**config.mk**
```make
export PLATFORM = sky130hd
export DESIGN_NAME = ibex_register_file_mp
export DESIGN_NICKNAME = d
export VERILOG_FILES = /design/src/rtl/ibex_register_file_mp.sv
export SDC_FILE = /design/constraint.sdc
export NUM_CORES = 2
export LEC_CHECK = 0
export ABC_AREA = 1
export CORE_MARGIN = 3
export CORE_UTILIZATION = 55
export DETAILED_ROUTE_END_ITERATION = 10
export PLACE_DENSITY = 0.72
export SYNTH_ARGS = -nofsm -noshare
export SYNTH_HDL_FRONTEND = slang
export SYNTH_SLANG_ARGS = --single-unit
```
**constraint.sdc**
```tcl
create_clock -name clk_i -period 5.1 [get_ports clk_i]
set_input_delay 0.51 -clock clk_i [delete_from_list [all_inputs] [get_ports clk_i]]
set_output_delay 0.51 -clock clk_i [all_outputs]
set_load 0.01 [all_outputs]
```
**src/rtl/ibex_register_file_mp.sv**
```systemverilog
`default_nettype none
// ============================================================================
// Module   : ibex_register_file_mp
// Brief    : Multi-port flip-flop register file with optional write bypass,
//            registered error reporting and a sequential wipe engine.
// Revision : 1.0 - initial release
// ============================================================================
module ibex_register_file_mp #(
   parameter int unsigned          AddrWidth   = 5,
   parameter int unsigned          DataWidth   = 32,
   parameter int unsigned          NumRead     = 2,
   parameter int unsigned          NumWrite    = 1,
   parameter bit                   WriteBypass = 1'b0,
   parameter logic [DataWidth-1:0] WordZeroVal = '0
) (
   input  logic                          clk_i,
   input  logic                          rst_i,
   input  logic [NumRead*5-1:0]          raddr_i,
   output logic [NumRead*DataWidth-1:0]  rdata_o,
   input  logic [NumWrite*5-1:0]         waddr_i,
   input  logic [NumWrite*DataWidth-1:0] wdata_i,
   input  logic [NumWrite-1:0]           we_i,
   input  logic                          wipe_req_i,
   output logic                          wipe_busy_o,
   output logic                          wipe_done_o,
   output logic                          err_o
);

   localparam int unsigned          c_num_words = 2 ** AddrWidth;
   localparam logic [AddrWidth-1:0] c_last_addr = AddrWidth'(c_num_words - 1);

   localparam logic [1:0] c_st_idle = 2'd0;
   localparam logic [1:0] c_st_wipe = 2'd1;
   localparam logic [1:0] c_st_done = 2'd2;

   // Word 0 has no storage; it is synthesised as a constant on every read port.
   logic [DataWidth-1:0] r_mem [1:c_num_words-1];
   logic [1:0]           r_state;
   logic [AddrWidth-1:0] r_cnt;
   logic                 r_err;

   logic                 w_busy;
   logic                 w_err;
   logic [4:0]           w_waddr [NumWrite];
   logic [DataWidth-1:0] w_wdata [NumWrite];
   logic [NumWrite-1:0]  w_in_range;
   logic [NumWrite-1:0]  w_valid;
   logic [NumWrite-1:0]  w_wen;

   assign w_busy = (r_state == c_st_wipe);

   generate
      for (genvar j = 0; j < NumWrite; j++) begin : g_wr
         assign w_waddr[j]    = waddr_i[5*j +: 5];
         assign w_wdata[j]    = wdata_i[DataWidth*j +: DataWidth];
         assign w_in_range[j] = (32'(w_waddr[j]) < c_num_words);
         assign w_valid[j]    = we_i[j] && w_in_range[j] && (w_waddr[j] != 5'd0);
         assign w_wen[j]      = w_valid[j] && !w_busy;
      end
   endgenerate

   generate
      for (genvar k = 0; k < NumRead; k++) begin : g_rd
         logic [4:0]           w_raddr;
         logic [DataWidth-1:0] w_rdata;

         assign w_raddr = raddr_i[5*k +: 5];

         // Out-of-range and zero addresses match no stored word and fall through
         // to WordZeroVal; bypass scans ascending so the highest port wins.
         always_comb begin
            w_rdata = WordZeroVal;
            for (int unsigned w = 1; w < c_num_words; w++) begin
               if (w_raddr == 5'(w)) begin
                  w_rdata = r_mem[AddrWidth'(w)];
               end
            end
            if (WriteBypass && !w_busy) begin
               for (int unsigned j = 0; j < NumWrite; j++) begin
                  if (w_valid[j] && (w_waddr[j] == w_raddr)) begin
                     w_rdata = w_wdata[j];
                  end
               end
            end
         end

         assign rdata_o[DataWidth*k +: DataWidth] = w_rdata;
      end
   endgenerate

   always_comb begin
      w_err = 1'b0;
      if (w_busy) begin
         w_err = |we_i;
      end else begin
         for (int unsigned j = 0; j < NumWrite; j++) begin
            if (we_i[j] && !w_in_range[j]) begin
               w_err = 1'b1;
            end
            for (int unsigned l = j + 1; l < NumWrite; l++) begin
               if (w_valid[j] && w_valid[l] && (w_waddr[j] == w_waddr[l])) begin
                  w_err = 1'b1;
               end
            end
         end
      end
   end

   // Later write ports are visited last, so their non-blocking update wins.
   always_ff @(posedge clk_i) begin
      if (rst_i) begin
         for (int unsigned i = 1; i < c_num_words; i++) begin
            r_mem[AddrWidth'(i)] <= WordZeroVal;
         end
      end else begin
         for (int unsigned i = 1; i < c_num_words; i++) begin
            if (w_busy && (r_cnt == AddrWidth'(i))) begin
               r_mem[AddrWidth'(i)] <= WordZeroVal;
            end else begin
               for (int unsigned j = 0; j < NumWrite; j++) begin
                  if (w_wen[j] && (w_waddr[j] == 5'(i))) begin
                     r_mem[AddrWidth'(i)] <= w_wdata[j];
                  end
               end
            end
         end
      end
   end

   always_ff @(posedge clk_i) begin
      if (rst_i) begin
         r_state <= c_st_idle;
         r_cnt   <= '0;
         r_err   <= 1'b0;
      end else begin
         r_err <= w_err;
         case (r_state)
            c_st_idle: begin
               if (wipe_req_i) begin
                  r_state <= c_st_wipe;
                  r_cnt   <= AddrWidth'(1);
               end
            end
            c_st_wipe: begin
               if (r_cnt == c_last_addr) begin
                  r_state <= c_st_done;
               end else begin
                  r_cnt <= r_cnt + AddrWidth'(1);
               end
            end
            c_st_done: begin
               r_state <= c_st_idle;
            end
            default: begin
               r_state <= c_st_idle;
            end
         endcase
      end
   end

   assign wipe_busy_o = w_busy;
   assign wipe_done_o = (r_state == c_st_done);
   assign err_o       = r_err;

endmodule
`default_nettype wire

```
# [Yosys cells after proc, flatten, opt, wreduce, memory -nomap -nowiden]
# Memory sizes are Yosys's and may differ from the RTL's.
# Index checks and enable logic that the tools add are counted.
[word_totals] ff_bits=8 ram_bits=992 inputBits=51 output_inout_bits=67 word_cells=617 mem_count=1
[mem_list] memory="r_mem" depth=31 width=32 read_ports=31 rd_clocked_by_memory_dff=0 write_ports=31 line_no="37" text="logic [DataWidth-1:0] r_mem [1:c_num_words-1];"
[classes] add_sub_neg=1 n_eq_ne=129 mux=349 bitwise_logic=63 reduce_logical=71
[op_table] op="2-to-1 mux 32 bit" n=124
[op_table] op="equality test 5 bit, second input constant" n=64
[op_table] op="2-to-1 mux 1 bit" n=219
[op_table] op="equality test 5 x 4 -> 1 bit, second input constant" n=32
[op_table] op="equality test 5 x 3 -> 1 bit, second input constant" n=16
[op_table] op="logical AND 1 bit" n=64
[op_table] op="OR 1 bit" n=62
[op_table] op="equality test 5 x 2 -> 1 bit, second input constant" n=8
[op_table] op="equality test 5 x 1 -> 1 bit, second input constant" n=4
[op_table] op="2-to-1 mux 5 bit" n=2
[op_table] op="case mux 5 bit (2 select lines)" n=1
[op_table] op="adder 5 x 1 -> 5 bit, second input constant" n=1
[op_table] op="nonzero test 5 bit" n=1
[op_table] op="2-to-1 mux 2 bit" n=2
[op_table] op="inequality test 2 bit, second input constant" n=2
[op_table] op="case mux 2 bit (2 select lines)" n=1
[op_table] op="AND reduction 3 bit" n=1
[op_table] op="equality test 2 x 1 -> 1 bit, second input constant" n=1
[op_table] op="equality test 2 bit, second input constant" n=1
[op_table] op="logical NOT 2 bit" n=1
[op_table] op="inequality test 2 x 1 -> 1 bit, second input constant" n=1
[op_table] op="AND reduction 2 bit" n=1
[op_table] op="nonzero test 2 bit" n=1
[op_table] op="OR reduction 2 bit" n=1
[op_table] op="2 further kinds" n=2

# [Longest topological paths before layout]
[depth] word_depth=32 mapped_depth=24 mapped_depth_nobuf=22

# [Least setup slack after synthesis]
# Ideal clock, no wire load.
[synth_timing] path_kind="reg2reg" startpoint="reg r_cnt[0]" endpoint="reg, netlist name r_mem[0][512]" setup_ns=0.533 arrival_time_ns=4.444 t_required_ns=4.567 setup_slack_ns=0.122 stages_incl_launch_ff=5 path_buffers=0 synth_period_minus_slack_ns=4.978 cell_sequence="dfxtp_1 -> inv_1 -> ha_1 -> inv_1 -> o311ai_0"
[synth_rtl] item="start, declared" line_no="39" text="logic [AddrWidth-1:0] r_cnt;"
[synth_rtl] item="start signal, assigned" line_no="141" text="r_cnt <= AddrWidth'(1);"
[synth_rtl] item="start signal, assigned" line_no="148" text="r_cnt <= r_cnt + AddrWidth'(1);"

# [Worst setup path in the final report]
[layout_timing] startpoint="in raddr_i[1]" endpoint="out rdata_o[24]"
[layout_between] elab_chain_len=32 elab_cells_between_ends=62 classes_between="eq/ne: 31; mux: 31"
[layout_rtl] item="start, declared" line_no="18" text="input logic [NumRead*5-1:0] raddr_i,"
[layout_rtl] item="equality test 5 x 1 -> 1 bit" line_no="74" text="if (w_raddr == 5'(w)) begin"
[layout_rtl] item="2-to-1 mux 32 bit (30 in a row)" line_no="74"
[layout_rtl] item="2-to-1 mux 32 bit *" line_no="74"
[layout_rtl] item="end, declared" line_no="19" text="output logic [NumRead*DataWidth-1:0] rdata_o,"
# Mark *: on every way between the ends. The rest lies on a longest branch, timed or not.

==> results_dict.tcl <==
set metrics [dict create \
    status "finished, final reports clean" \
    avgSynthCellArea_um2 8.37 \
    critPathLaunchType "input pin" \
    cts_hold_buf 0 \
    cp-end-kind "primary output" \
    netlist.top_cell.by_area "edfxtp_1" \
    path_clk_slew_ps 60 \
    ioPinCount 118 \
    ys_ff_latch 1000 \
    grt_pass1_wl_mm 276 \
    num_vias 46900 \
    synthAdderAreaFrac_pct 0.146 \
    numCtsBuffers 108 \
    rsz0062_at_grt "true" \
    multiInputGateArea_um2 18300 \
    finalHoldViolCount 0 \
    use_met1_pct 52.9 \
    fin_util_pct 64.4 \
    maxCapViolations 0 \
    core_um2 92100 \
    crit_arrival_ps 4540 \
    internal-power_mw 14.5 \
    fp.dieH_um 311 \
    seq_power_share_pct 48.8 \
    hpwl_mm 126 \
    timing.final.ws_setup_ps 49.2 \
    synth.top_cells.by_area "edfxtp_1 (58%), nor2_1 (14%), nand2_1 (11%)" \
    finalNonFillerCells 7626 \
    drv_slew 0 \
    gr-usage-all-layers_pct 38.1 \
    fin_tns_setup_ps 0 \
    synth_xor_area_share_pct 0.0171 \
    cts.sinks 1000 \
    grt_use_met3_pct 11.1 \
    synth_cell_types 34 \
    synth_compound_area_share_pct 1.03 \
    dp.cells 7421 \
    pwr-share-clk_pct 41.4 \
    grt_use_met2_pct 54.9 \
    cts_max_path_buffers 3 \
    detail_route.first_pass.iterations 8 \
    overflow 0 \
    wl_per_cell_um 24.8 \
    synth_top_family_by_area "simple AND/OR/NAND/NOR gates" \
    relSlewSlack_pct 33.9 \
    tightestPinTransition_ps 990 \
    synth_simple_gate_area_share_pct 33.8 \
    skew_ps 27.5 \
    cts_root_buffer "clkbuf_16" \
    synth_area_um2 51200 \
    crit_required_ps 4590 \
    layout-drive-gt1-share_pct 10.4 \
    min_path_type "in2reg" \
    wl_mm 189 \
    muxShareOfSynthArea_pct 0 \
    peakVddDrop_mv 0.271 \
    dp_slack_ps -25.5 \
    insertion_delay_ps 710 \
    nNetsFinal 6345 \
    path_max_fanout 10 \
    layout.cells.most_common_list "nor2_1 (1,781), nand2_1 (1,512), edfxtp_1 (992)" \
    htreeDepth 3 \
    period_minus_slack_ps 5050 \
    setup_viol 0 \
    p_sw_mw 4.90 \
    power_switching_share_pct 25.2 \
    die-area_um2 96900 \
    grt_antenna_before_repair 9 \
    max_freq_mhz 198 \
    synth_top_area_share_pct 58.1 \
    antenna_left 0 \
    p_leak_nw 23.9 \
    syn-num-nets 6178 \
    crit_type "in2out" \
    combPwrFrac_pct 9.7 \
    ys_seq_area_share_pct 58.4 \
    via_per_inst 6.15 \
    final_common_cell "nor2_1" \
    pwr_density_cell_nw_per_um2 328 \
    drcViolationCount 0 \
    rows 111 \
    initial_core_util_pct 55.7 \
    die_w_um 311 \
    cts_tree "done" \
    gp_congestion 1.00 \
    syn_inst 6121 \
    grt_start_max_net_pins 38 \
    grt_pass1_vias 44400 \
    yosysWarnings 0 \
    regArea_um2 29900 \
    area_delta_synth_final_pct 15.8 \
    placement.io_buffers 117 \
    fillCellCount 7534 \
    drt_iter0_drc 8013 \
    busiest_layer "met2" \
    fin_crit_sh_pct 99.0 \
]
## cells by family after synthesis
group / count (synthesis)
AND/OR/NAND/NOR: 4141
flip-flops: 1000
buffers and inverters: 877
AO/OA/AOI/OAI: 96
adder cells (fa/ha/maj): 6
XOR/XNOR: 1
## state kept, by name, indices dropped and copies added, names as in the netlist
| signal | flops |
|---|---|
| err_o | 1 |
| r_cnt | 5 |
| r_mem | 992 |
| r_state | 2 |
## Yosys cell counts
master and count:
nor2_1 1852, nand2_1 1518, edfxtp_1 992, nand4_1 574, inv_1 451, clkbuf_1 356
nand3_1 127, a21oi_1 58, buf_2 32, or2_2 28, o21ai_0 22, nor3_1 15
buf_1 12, inv_2 12, nor2_2 10, dfxtp_1 8, o211ai_1 8, buf_4 7
clkinv_1 7, or2_0 7, ha_1 6, o2111ai_1 5, nor3_2 3, a22oi_1 1
a31oi_1 1, nand2_2 1, nand2_4 1, nand3_2 1, nand3_4 1, nor2_4 1
nor4_1 1, o311ai_0 1, or2_1 1, xor2_1 1
## worst max-delay path, stage by stage
cell and delay (ps):
clkdlybuf4s50_1 490, buf_4 200, nand2_4 80, nor2_1 70
nand2_1 110, buf_12 150, inv_2 70, buf_12 140
nand2_1 50, nand4_1 150, nor2_1 180, nand4_1 110
nor2_1 180, nand4_1 130, nor2_2 170, nand4_1 120
nor2_1 200, nand4_1 140, nor2_2 150, nand4_1 150
nor2_2 180, nand4_1 230, clkdlybuf4s50_1 550
## routing by layer
layer,vias to the layer above,wire [µm]
met5,-,160
met4,10,9620
met3,638,30200
met2,3796,79800
met1,22100,69500
li1,20400,-
## what timing repair did
| item | in CTS | in global routing |
|---|---|---|
| buffers inserted | 0 | 0 |
| setup endpoints to repair | 7 | 53 |
| gates resized for setup | 6 | 111 |
| pin swaps | 0 | 29 |
## cell type report
cell class	instances	area share [%]
flip-flops and latches	1000	50.5
multi-input cells	4244	30.8
repair buffers	464	7.01
clock buffers	126	4.71
inverters	470	2.98
well taps	1243	2.62
clock inverters	76	1.35
diodes	3	0.0127
## per-stage QoR
step	cell area, µm²	hold slack (ps)	power (mW)
3_5_place_dp	55400	523	11.5
6_report	59300	395	19.4
4_1_cts	59000	370	19.3
3_3_place_gp	55400	522	11.4
2_1_floorplan	51200	493	10.5
5_1_grt	59300	431	19.9
## final timing paths
kind | slack, ps | start | cells after the start | to
min | 390 | we_i | 3 | err_o
max | 50 | raddr_i[1] | 23 | rdata_o[24]
max reg2reg | 2210 | r_state[1] | 8 | r_mem[0][667]
min reg2reg | 550 | r_cnt[4] | 2 | r_cnt[4]
## power groups by stage
stage / Combinational [mW] / Clock [mW] / Sequential, mW
3_3_place_gp: 1.78 / 0 / 9.64
3_5_place_dp: 1.80 / 0 / 9.65
5_1_grt: 1.97 / 8.40 / 9.52
4_1_cts: 1.81 / 8.05 / 9.48
6_report: 1.89 / 8.06 / 9.49
2_1_floorplan: 0.837 / 0 / 9.62
Note: power is estimated with default switching activity, not from simulation.
